**src/rtl/rom_multi_reader.sv**
```systemverilog
// -----------------------------------------------------------------------------
// rom_multi_reader
//
// One read sequencer shared by CHIP_COUNT PROM sockets on a common address and
// data bus.
//
// Operating modes:
//   - Manual mode: increment/decrement pulses step through the address space one
//     word at a time.
//   - Auto mode: a start pulse dumps the whole chip from address 0 to
//     last_address.
//
// Every read follows the same sequence:
//   1. Drive the address and the active-low chip select.
//   2. Wait SETTLE_CYCLES clocks for the bus to settle.
//   3. Sample chip_data_in for one clock.
//   4. Present the word on a valid/ready stream.
//
// Optional feature (macro ROM_MULTI_READER_CHECKSUM_EN):
//   When the macro is defined, an auto dump adds one trailing beat. That beat
//   carries the modulo-2^DATA_WIDTH sum of all transferred words, with
//   data_address set to all ones and checksum_flag set to 1. When the macro is
//   undefined, checksum_flag stays 0.
//
// Ports:
//   clk, reset_n       board clock, asynchronous active-low reset
//   chip_index         socket to read, latched when an operation starts
//   last_address       highest valid address of the chip, latched at start
//   mode               0 = manual step, 1 = auto dump
//   start              auto dump start pulse
//   increment_address  manual +1 pulse
//   decrement_address  manual -1 pulse
//   chip_data_in       shared chip data bus
//   chip_address       shared chip address bus
//   chip_select_n      one-hot active-low chip enables
//   data_out           sampled word
//   data_address       address of data_out
//   data_valid         stream valid
//   data_ready         stream ready
//   checksum_flag      current beat is the checksum beat
//   busy               sequencer not idle
//   done               one-cycle pulse at the end of an auto dump
// -----------------------------------------------------------------------------
module rom_multi_reader #(
    parameter int CHIP_COUNT       = 2,
    parameter int CHIP_INDEX_WIDTH = 1,
    parameter int ADDRESS_WIDTH    = 9,
    parameter int DATA_WIDTH       = 8,
    parameter int SETTLE_CYCLES    = 16
) (
    input  logic                        clk,
    input  logic                        reset_n,
    input  logic [CHIP_INDEX_WIDTH-1:0] chip_index,
    input  logic [ADDRESS_WIDTH-1:0]    last_address,
    input  logic                        mode,
    input  logic                        start,
    input  logic                        increment_address,
    input  logic                        decrement_address,
    input  logic [DATA_WIDTH-1:0]       chip_data_in,
    output logic [ADDRESS_WIDTH-1:0]    chip_address,
    output logic [CHIP_COUNT-1:0]       chip_select_n,
    output logic [DATA_WIDTH-1:0]       data_out,
    output logic [ADDRESS_WIDTH-1:0]    data_address,
    output logic                        data_valid,
    input  logic                        data_ready,
    output logic                        checksum_flag,
    output logic                        busy,
    output logic                        done
);

    localparam int CNT_W = (SETTLE_CYCLES > 1) ? $clog2(SETTLE_CYCLES) : 1;
    localparam logic [CNT_W-1:0]         CNT_LAST  = CNT_W'(SETTLE_CYCLES - 1);
    localparam logic [ADDRESS_WIDTH-1:0] ADDR_ZERO = {ADDRESS_WIDTH{1'b0}};
    localparam logic [ADDRESS_WIDTH-1:0] ADDR_ONES = {ADDRESS_WIDTH{1'b1}};
    localparam logic [DATA_WIDTH-1:0]    DATA_ZERO = {DATA_WIDTH{1'b0}};
    localparam logic [DATA_WIDTH-1:0]    DATA_ONES = {DATA_WIDTH{1'b1}};
    localparam logic [CHIP_COUNT-1:0]    SEL_IDLE  = {CHIP_COUNT{1'b1}};
    localparam logic [CHIP_COUNT-1:0]    SEL_ONE   = CHIP_COUNT'(1'b1);

    typedef enum logic [2:0] {
        ST_IDLE     = 3'd0,
        ST_SETTLE   = 3'd1,
        ST_SAMPLE   = 3'd2,
        ST_OUTPUT   = 3'd3,
        ST_NEXT     = 3'd4,
        ST_CHECKSUM = 3'd5
    } state_t;

    // Next address going up, wrapping from lim back to 0.
    function automatic logic [ADDRESS_WIDTH-1:0] step_up(
        input logic [ADDRESS_WIDTH-1:0] a,
        input logic [ADDRESS_WIDTH-1:0] lim
    );
        return (a == lim) ? ADDR_ZERO : a + ADDRESS_WIDTH'(1);
    endfunction

    // Next address going down, wrapping from 0 to lim.
    function automatic logic [ADDRESS_WIDTH-1:0] step_down(
        input logic [ADDRESS_WIDTH-1:0] a,
        input logic [ADDRESS_WIDTH-1:0] lim
    );
        return (a == ADDR_ZERO) ? lim : a - ADDRESS_WIDTH'(1);
    endfunction

    // One-hot select for an index. An index beyond CHIP_COUNT shifts the bit
    // out of the vector, so no socket is selected.
    function automatic logic [CHIP_COUNT-1:0] onehot(
        input logic [CHIP_INDEX_WIDTH-1:0] idx
    );
        return SEL_ONE << idx;
    endfunction

    state_t                      state_r, state_s;
    logic [ADDRESS_WIDTH-1:0]    addr_r, addr_s;
    logic [CHIP_INDEX_WIDTH-1:0] idx_r, idx_s;
    logic [ADDRESS_WIDTH-1:0]    last_r, last_s;
    logic                        auto_r, auto_s;
    logic [CNT_W-1:0]            cnt_r, cnt_s;
    logic [DATA_WIDTH-1:0]       data_out_r, data_out_s;
    logic [ADDRESS_WIDTH-1:0]    data_address_r, data_address_s;
    logic                        valid_r, valid_s;
    logic                        done_r, done_s;
    logic                        flag_r, flag_s;
    logic [CHIP_COUNT-1:0]       cs_n_r, cs_n_s;
    logic                        busy_r, busy_s;
    logic                        step_req_s;
    logic                        idx_valid_s;
    logic                        at_last_s;
`ifdef ROM_MULTI_READER_CHECKSUM_EN
    logic [DATA_WIDTH-1:0]       sum_r, sum_s;
`endif

    // A manual step needs exactly one of increment/decrement; both together cancel.
    assign step_req_s  = ~mode & (increment_address ^ decrement_address);
    assign idx_valid_s = |onehot(idx_r);
    assign at_last_s   = (addr_r == last_r);

    // State register.
    always_ff @(posedge clk or negedge reset_n) begin
        if (!reset_n) begin
            state_r <= ST_IDLE;
        end else begin
            state_r <= state_s;
        end
    end

    // Next-state logic.
    always_comb begin
        state_s = state_r;
        case (state_r)
            ST_IDLE: begin
                if (mode && start) begin
                    state_s = ST_SETTLE;
                end else if (step_req_s) begin
                    state_s = ST_SETTLE;
                end else begin
                    state_s = ST_IDLE;
                end
            end
            ST_SETTLE: begin
                if (cnt_r == CNT_LAST) begin
                    state_s = ST_SAMPLE;
                end else begin
                    state_s = ST_SETTLE;
                end
            end
            ST_SAMPLE: begin
                state_s = ST_OUTPUT;
            end
            ST_OUTPUT: begin
                if (data_ready) begin
                    state_s = auto_r ? ST_NEXT : ST_IDLE;
                end else begin
                    state_s = ST_OUTPUT;
                end
            end
            ST_NEXT: begin
                if (at_last_s) begin
`ifdef ROM_MULTI_READER_CHECKSUM_EN
                    state_s = ST_CHECKSUM;
`else
                    state_s = ST_IDLE;
`endif
                end else begin
                    state_s = ST_SETTLE;
                end
            end
            ST_CHECKSUM: begin
                if (data_ready) begin
                    state_s = ST_IDLE;
                end else begin
                    state_s = ST_CHECKSUM;
                end
            end
            default: begin
                state_s = ST_IDLE;
            end
        endcase
    end

    // Output logic: next values of every registered output and datapath register.
    always_comb begin
        addr_s         = addr_r;
        idx_s          = idx_r;
        last_s         = last_r;
        auto_s         = auto_r;
        cnt_s          = cnt_r;
        data_out_s     = data_out_r;
        data_address_s = data_address_r;
        valid_s        = valid_r;
        done_s         = 1'b0;
        flag_s         = flag_r;
`ifdef ROM_MULTI_READER_CHECKSUM_EN
        sum_s          = sum_r;
`endif
        case (state_r)
            ST_IDLE: begin
                if (mode && start) begin
                    idx_s  = chip_index;
                    last_s = last_address;
                    auto_s = 1'b1;
                    addr_s = ADDR_ZERO;
                    cnt_s  = {CNT_W{1'b0}};
`ifdef ROM_MULTI_READER_CHECKSUM_EN
                    sum_s  = DATA_ZERO;
`endif
                end else if (step_req_s) begin
                    idx_s  = chip_index;
                    last_s = last_address;
                    auto_s = 1'b0;
                    cnt_s  = {CNT_W{1'b0}};
                    // A stale address above a newly lowered limit restarts at 0.
                    if (addr_r > last_address) begin
                        addr_s = ADDR_ZERO;
                    end else if (increment_address) begin
                        addr_s = step_up(addr_r, last_address);
                    end else begin
                        addr_s = step_down(addr_r, last_address);
                    end
                end else begin
                    addr_s = addr_r;
                end
            end
            ST_SETTLE: begin
                if (cnt_r == CNT_LAST) begin
                    cnt_s = {CNT_W{1'b0}};
                end else begin
                    cnt_s = cnt_r + CNT_W'(1);
                end
            end
            ST_SAMPLE: begin
                // An empty or invalid socket reads as all ones, like an undriven bus.
                data_out_s     = idx_valid_s ? chip_data_in : DATA_ONES;
                data_address_s = addr_r;
                valid_s        = 1'b1;
            end
            ST_OUTPUT: begin
                if (data_ready) begin
                    valid_s = 1'b0;
`ifdef ROM_MULTI_READER_CHECKSUM_EN
                    sum_s   = sum_r + data_out_r;
`else
                    // The done pulse lines up with the cycle after the final transfer.
                    done_s  = auto_r & at_last_s;
`endif
                end else begin
                    valid_s = 1'b1;
                end
            end
            ST_NEXT: begin
                if (at_last_s) begin
`ifdef ROM_MULTI_READER_CHECKSUM_EN
                    data_out_s     = sum_r;
                    data_address_s = ADDR_ONES;
                    valid_s        = 1'b1;
                    flag_s         = 1'b1;
`else
                    valid_s        = 1'b0;
`endif
                end else begin
                    addr_s = addr_r + ADDRESS_WIDTH'(1);
                    cnt_s  = {CNT_W{1'b0}};
                end
            end
            ST_CHECKSUM: begin
                if (data_ready) begin
                    valid_s = 1'b0;
                    flag_s  = 1'b0;
                    done_s  = 1'b1;
                end else begin
                    valid_s = 1'b1;
                end
            end
            default: begin
                valid_s = 1'b0;
                flag_s  = 1'b0;
            end
        endcase
    end

    // Select and busy follow the state being entered so they line up with the address.
    always_comb begin
        busy_s = (state_s != ST_IDLE);
        if ((state_s == ST_SETTLE) || (state_s == ST_SAMPLE) || (state_s == ST_OUTPUT)) begin
            cs_n_s = ~onehot(idx_s);
        end else begin
            cs_n_s = SEL_IDLE;
        end
    end

    // Datapath and output registers.
    always_ff @(posedge clk or negedge reset_n) begin
        if (!reset_n) begin
            addr_r         <= ADDR_ZERO;
            idx_r          <= {CHIP_INDEX_WIDTH{1'b0}};
            last_r         <= ADDR_ZERO;
            auto_r         <= 1'b0;
            cnt_r          <= {CNT_W{1'b0}};
            data_out_r     <= DATA_ZERO;
            data_address_r <= ADDR_ZERO;
            valid_r        <= 1'b0;
            done_r         <= 1'b0;
            flag_r         <= 1'b0;
            cs_n_r         <= SEL_IDLE;
            busy_r         <= 1'b0;
        end else begin
            addr_r         <= addr_s;
            idx_r          <= idx_s;
            last_r         <= last_s;
            auto_r         <= auto_s;
            cnt_r          <= cnt_s;
            data_out_r     <= data_out_s;
            data_address_r <= data_address_s;
            valid_r        <= valid_s;
            done_r         <= done_s;
            flag_r         <= flag_s;
            cs_n_r         <= cs_n_s;
            busy_r         <= busy_s;
        end
    end

`ifdef ROM_MULTI_READER_CHECKSUM_EN
    // Checksum accumulator.
    always_ff @(posedge clk or negedge reset_n) begin
        if (!reset_n) begin
            sum_r <= DATA_ZERO;
        end else begin
            sum_r <= sum_s;
        end
    end
`endif

    assign chip_address  = addr_r;
    assign chip_select_n = cs_n_r;
    assign data_out      = data_out_r;
    assign data_address  = data_address_r;
    assign data_valid    = valid_r;
    assign checksum_flag = flag_r;
    assign busy          = busy_r;
    assign done          = done_r;

endmodule

```
**config.mk**
```make
export PLATFORM = sky130hd
export DESIGN_NAME = rom_multi_reader
export DESIGN_NICKNAME = d
export VERILOG_FILES = /design/src/rtl/rom_multi_reader.sv
export SDC_FILE = /design/constraint.sdc
export NUM_CORES = 1
export LEC_CHECK = 0
export ABC_AREA = 1
export CORE_UTILIZATION = 40
export CTS_BUF_LIST = sky130_fd_sc_hd__clkbuf_8
export DETAILED_ROUTE_END_ITERATION = 6
export DONT_BUFFER_PORTS = 1
export PLACE_DENSITY = 0.65
export RECOVER_POWER = 100
export SYNTH_ARGS = -nofsm -noshare
export SYNTH_HDL_FRONTEND = slang
export SYNTH_SLANG_ARGS = --single-unit
```
**constraint.sdc**
```tcl
create_clock -name clk -period 2.4 [get_ports clk]
set_input_delay 0.36 -clock clk [delete_from_list [all_inputs] [get_ports clk]]
set_output_delay 0.36 -clock clk [all_outputs]
set_load 0.03 [all_outputs]
```
==> results.sh, run 1 <==
export IMPL_status="finished clean"
export IMPL_place_ws_ps=167
export IMPL_r2r_start="chip_address[1]"
export IMPL_worstSetupPathType="flip-flop to flip-flop"
export IMPL_ys_flop_type="dfrtp_1"
export IMPL_cts_tree="built"
export IMPL_first_iter_violations=273
export IMPL_io_pins=57
export IMPL_hp_start="data_ready"
export IMPL_yosysWarnings=0
export IMPL_dieWidth_um=89.8
export IMPL_r2r_setup_slack_ps=150
export IMPL_fin_nets=474
export IMPL_overflow=0
export IMPL_final_common_cell="nand2_1"
export IMPL_critPathRequiredTime_ps=2660
export IMPL_whs_path_depth=1
export IMPL_cp_start_kind="flip-flop"
export IMPL_synthArstFlopShare_pct=100
export IMPL_max_clock_freq_mhz=445
export IMPL_yosysTopAreaCell="dfrtp_1"
export IMPL_critPathMaxStageDelay_ps=540
export IMPL_drc=0
export IMPL_gp_congestion=0.902
export IMPL_grt_max_degree=50
export IMPL_avgSynthCellArea_um2=7.20
export IMPL_clk_pin_slew_ps=110
export IMPL_crit_family="simple AND/OR/NAND/NOR gates"
export IMPL_maxSlewHeadroom_pct=21.0
export IMPL_r2r_cells=12
export IMPL_synth_fp_nets=466
export IMPL_start_util_pct=41.9
export IMPL_crit_fanout=5
export IMPL_synth_top_area_share_pct=38.1
export IMPL_fin_util_pct=44.8
export IMPL_drt_total_wl_mm=7.62
export IMPL_synth_seq_cells=49
export IMPL_synth_edff_count=0
export IMPL_cp_end_kind="flip-flop"
export IMPL_cts_root_buf="clkbuf_8"
export IMPL_grt_pass1_vias=2427
export IMPL_rsz0062_at_grt="no"
export IMPL_grt_pass1_wl_mm=12.7
export IMPL_row_count=31
export IMPL_antenna_found_initial=0
export IMPL_antenna_left=0
export IMPL_antenna_cells=0
export IMPL_maxCapViolations=0
export IMPL_fin_crit_ps=2250
export IMPL_area_growth_syn_to_layout_pct=6.85
export IMPL_vias_per_cell=5.14
export IMPL_total_leakage_power_nw=1.67
export IMPL_tns_ps=0
export IMPL_crit_arrival_ps=2500
export IMPL_post_cts_buffers=0
export IMPL_path_cells="clkbuf_1 -> ha_1 -> nand3_1 -> inv_1 -> nand3_1 -> nand2_1 -> nand3_1 -> nand2_1 -> nand2_1 -> nor2_1 -> nor2_1 -> nor2_1"
export IMPL_synth_cell_types=33
export IMPL_first_pass_iters=5
export IMPL_dr_total_vias=2759
export IMPL_min_to="state_r[2]"
export IMPL_pwr_density_cell_nw_per_um2=1320
export IMPL_period_share_pct=93.7
export IMPL_peakVddDrop_v=0.000407
export IMPL_h_tree_depth=2
export IMPL_layout_common_cells="nand2_1 (146), dfrtp_1 (47), inv_1 (46)"
export IMPL_synthesis_area_um2=3090
export IMPL_cts_buffers=5
export IMPL_clk_latency_ps=320
export IMPL_finalSetupViolCount=0
export IMPL_skew_ps=5.84
export IMPL_wire_per_inst_um=14.2
export IMPL_clock_path_buffers=2
export IMPL_setup_slack_ps=152
export IMPL_synth_top_cells_by_area="dfrtp_1 (38%), nand2_1 (18%), inv_1 (5.6%)"
export IMPL_synth_cells=429
export IMPL_worstHoldPathType="input port to flip-flop"
export IMPL_worst_path_buf_inv=2
export IMPL_hpwlAfterDp_mm=5.78
export IMPL_slew_violations=0
export IMPL_coreArea_um2=7370
export IMPL_dieArea_um2=8070
export IMPL_hold_viol=0
export IMPL_track_usage_pct=19.9
export IMPL_cp_slowest_cell="clkbuf_1"
export IMPL_port_buffers=0
export IMPL_worst_pin_slew_ps=1180
export IMPL_reg2reg_to="chip_address[6]"
export IMPL_ys_seq_area_share_pct=39.8
export IMPL_clock_sinks=49
export IMPL_die_y_um=89.8
export IMPL_drive_above_1_share_pct=8.45
per-layer routing:
| layer | vias up | wire, µm | track usage (%) |
|---|---|---|---|
| met3 | 10 | 544 | 3.72 |
| met2 | 114 | 3540 | 30.2 |
| met5 | - | 0 | 0 |
| met4 | 0 | 121 | 6.15 |
| met1 | 1262 | 3420 | 28.7 |
| li1 | 1373 | - | - |
timing repair:
action | 4_1_cts | 5_1_grt
setup endpoints to repair | 0 | 4
hold buffers | 2 | 0
gates resized for setup | 0 | 1
hold endpoints to repair | 49 | 0
worst max path at each step:
stage	from	end	slack [ps]	depth (start not counted)
floorplan	chip_address[0]	chip_address[5]	510	8
global placement	chip_address[3]	chip_address[5]	210	9
detailed placement	chip_address[3]	chip_address[5]	170	9
CTS	chip_address[3]	chip_address[5]	150	9
global route	chip_address[3]	chip_address[7]	30	9
finish	chip_address[1]	chip_address[6]	150	12
where the power goes:
group,switching [W],internal [W]
Combinational,0.00125,0.000672
Clock,0.000326,0.000219
Sequential,0.000699,0.00119
cells in the mapped netlist, drive strengths merged, types with 3 or more instances:
library cell,count
xnor2,5
buf,11
nand4,9
ha,12
nand2,153
clkbuf,3
a21oi,11
dfrtp,47
inv,49
xor2,3
mux2,8
nand3,29
o21ai,33
or2,3
nor2,41
nor3,4
flip-flops by register name (all words and copies together), names as in the netlist, 2 cells and up:
signal         flops
chip_address       9
data_address       9
last_r             9
data_out           8
cnt_r              4
state_r            3
chip_select_n      2
area by class of cell:
cell class | instances | area [µm²]
clock buffer | 5 | 68.8
fill | 746 | 4070
inverter | 49 | 184
tap | 99 | 124
sequential | 49 | 1230
clock inverter | 3 | 28.8
multi-input combinational | 317 | 1590
timing repair buffer | 15 | 75.1
cell families (layout without fill, tap and decap cells):
family / Yosys count / in the layout / synth area share [%]
buffers and inverters: 63 / 72 / 8.72
adders and majority gates: 12 / 12 / 4.86
xor gates and xnor gates: 8 / 8 / 2.27
and+or+nand+nor: 240 / 240 / 33.3
other: 1 / 1 / 0.121
DFF: 49 / 49 / 39.8
muxes: 8 / 8 / 2.92
AOI/OAI and AO/OA: 48 / 48 / 8.03
stage by stage:
step	std cells	instance area, µm²	power (W)	hold WS (ps)
3_5_place_dp	527	3220	0.00386	65.5
5_1_grt	537	3300	0.00473	170
6_report	537	3300	0.00436	171
4_1_cts	537	3360	0.00444	164
2_1_floorplan	429	3090	0.00334	64.4
3_3_place_gp	527	3220	0.00384	65.2
Note: power is estimated with default switching activity, not from simulation.
==> run 2: changes to the inputs <==
GPL_TIMING_DRIVEN = 0   (was default)
==> run 2 against run 1 <==
Effect of this change: non-clock buffer count is 1 higher; combinational power is 6% lower; design area is 1.5% higher; sequential cell count stayed put; routed wire length is 1.2% lower; setup slack better by 60 ps; cell count is 0.19% higher; maximum frequency is 2.8% higher; power is 1.6% higher; register-to-register slack better by 60 ps; first-iteration DRC count is 41% lower; hold slack better by 22 ps.
==> results.sh, run 2 (same netlist as run 1, synthesis figures left out) <==
export IMPL_status="finished clean"
export IMPL_p_total_w=0.00443
export IMPL_total_leakage_power_nw=1.70
export IMPL_peakVddDrop_v=0.000408
export IMPL_r2r_setup_slack_ps=210
export IMPL_crit_fanout=10
export IMPL_pwr_density_cell_nw_per_um2=1320
export IMPL_row_count=31
export IMPL_worstSetupPathType="flip-flop to flip-flop"
export IMPL_fin_nets=475
export IMPL_coreArea_um2=7370
export IMPL_worst_path_buf_inv=2
export IMPL_cts_tree="built"
export IMPL_vias_per_cell=5.12
export IMPL_cp_slowest_cell="dfrtp_1"
export IMPL_port_buffers=0
export IMPL_first_pass_iters=4
export IMPL_crit_path_start="chip_address[8]"
export IMPL_critPathMaxStageDelay_ps=710
export IMPL_grt_pass1_wl_mm=13.0
export IMPL_hpwlAfterDp_mm=5.67
export IMPL_skew_ps=5.09
export IMPL_cpMostUsedCell="nand2_1"
export IMPL_crit_cells=12
export IMPL_crit_family="simple AND/OR/NAND/NOR gates"
export IMPL_final_common_cell="nand2_1"
export IMPL_overflow=0
export IMPL_r2r_cells=12
export IMPL_die_y_um=89.8
export IMPL_antenna_left=0
export IMPL_maxCapViolations=0
export IMPL_cts_buffers=5
export IMPL_start_util_pct=41.9
export IMPL_path_cells="inv_2 -> nand2_1 -> nand2_1 -> nor2_1 -> nand2_1 -> nor2_1 -> nand2_1 -> nand2_4 -> nand2_4 -> buf_2 -> nor2_1 -> a21oi_1"
export IMPL_track_usage_pct=19.9
export IMPL_maxSlewHeadroom_pct=19.8
export IMPL_cts_root_buf="clkbuf_8"
export IMPL_clock_path_buffers=2
export IMPL_wire_per_inst_um=14.0
export IMPL_grt_pass1_vias=2662
export IMPL_hp_start="chip_data_in[1]"
export IMPL_cp_end_kind="flip-flop"
export IMPL_area_growth_syn_to_layout_pct=8.43
export IMPL_first_iter_violations=162
export IMPL_whs_path_depth=1
export IMPL_antenna_found_initial=0
export IMPL_r2r_start="chip_address[8]"
export IMPL_drt_total_wl_mm=7.53
export IMPL_wl_met3_um=521
export IMPL_period_share_pct=91.1
export IMPL_cp_start_kind="flip-flop"
export IMPL_layout_common_cells="nand2_1 (147), inv_1 (45), dfrtp_1 (44)"
export IMPL_slew_violations=0
export IMPL_highest_layer="met4"
export IMPL_dieWidth_um=89.8
export IMPL_dr_total_vias=2752
export IMPL_wl_met2_mm=3.46
export IMPL_crit_arrival_ps=2370
export IMPL_worst_pin_slew_ps=1200
export IMPL_antenna_cells=0
export IMPL_clk_latency_ps=310
export IMPL_fin_util_pct=45.4
export IMPL_h_tree_depth=2
export IMPL_post_cts_buffers=0
export IMPL_wl_met1_mm=3.40
export IMPL_hold_viol=0
export IMPL_rsz0062_at_grt="no"
export IMPL_grt_max_degree=50
export IMPL_drc=0
export IMPL_max_clock_freq_mhz=457
export IMPL_fin_crit_ps=2190
export IMPL_dieArea_um2=8070
export IMPL_worstHoldPathType="input port to flip-flop"
export IMPL_io_pins=57
export IMPL_gp_congestion=0.896
export IMPL_finalSetupViolCount=0
export IMPL_clk_pin_slew_ps=100
export IMPL_critPathRequiredTime_ps=2590
export IMPL_clock_sinks=49
export IMPL_drive_above_1_share_pct=10.7
[run 2: repair_timing]
| action | CTS | global route |
|---|---|---|
| pin swaps | 0 | 0 |
| hold buffers | 2 | 0 |
| gates resized for setup | 1 | 6 |
| endpoints found under the setup margin | 4 | 9 |
| endpoints found under the hold margin | 49 | 0 |
[run 2: power by group]
group / internal, W / total (W) / switching, W
registers: 0.00120 / 0.00200 / 0.000802
clock network: 0.000320 / 0.000627 / 0.000307
logic: 0.000683 / 0.00180 / 0.00112
total: 0.00220 / 0.00443 / 0.00222
[run 2: worst paths after layout]
path	end
max in group asynchronous	chip_address[0]
min	data_out[1]
min in group asynchronous	cnt_r[1]
min reg2reg	cnt_r[3]
max	chip_address[7]
max reg2reg	chip_address[7]
[run 2: cell type report]
type	instances	area, µm²
fillers	759	4020
multi-input cells	317	1590
flip-flops and latches	49	1230
inverters	49	188
well taps	99	124
plain buffers	14	77.6
clock buffers	5	68.8
clock inverters	3	50.0
repair buffers	2	15.0
[run 2: routing by layer]
layer,vias to the layer above,track usage [%]
li1,1373,-
met3,12,4.31
met4,0,6.97
met2,95,32.9
met1,1272,25.7
met5,-,0
[run 2: through the flow]
| step | std cells | setup TNS [ps] | hold slack (ps) | worst slack [ps] | area (µm²) |
|---|---|---|---|---|---|
| 4_1_cts | 538 | 0 | 184 | 2.14 | 3370 |
| 5_1_grt | 538 | 0 | 182 | 13.4 | 3350 |
| 3_3_place_gp | 528 | -11.4 | 65.4 | -11.4 | 3210 |
| 3_5_place_dp | 528 | -10.2 | 65.5 | -10.2 | 3210 |
| 2_1_floorplan | 429 | 0 | 64.4 | 513 | 3090 |
| 6_report | 538 | 0 | 193 | 212 | 3350 |
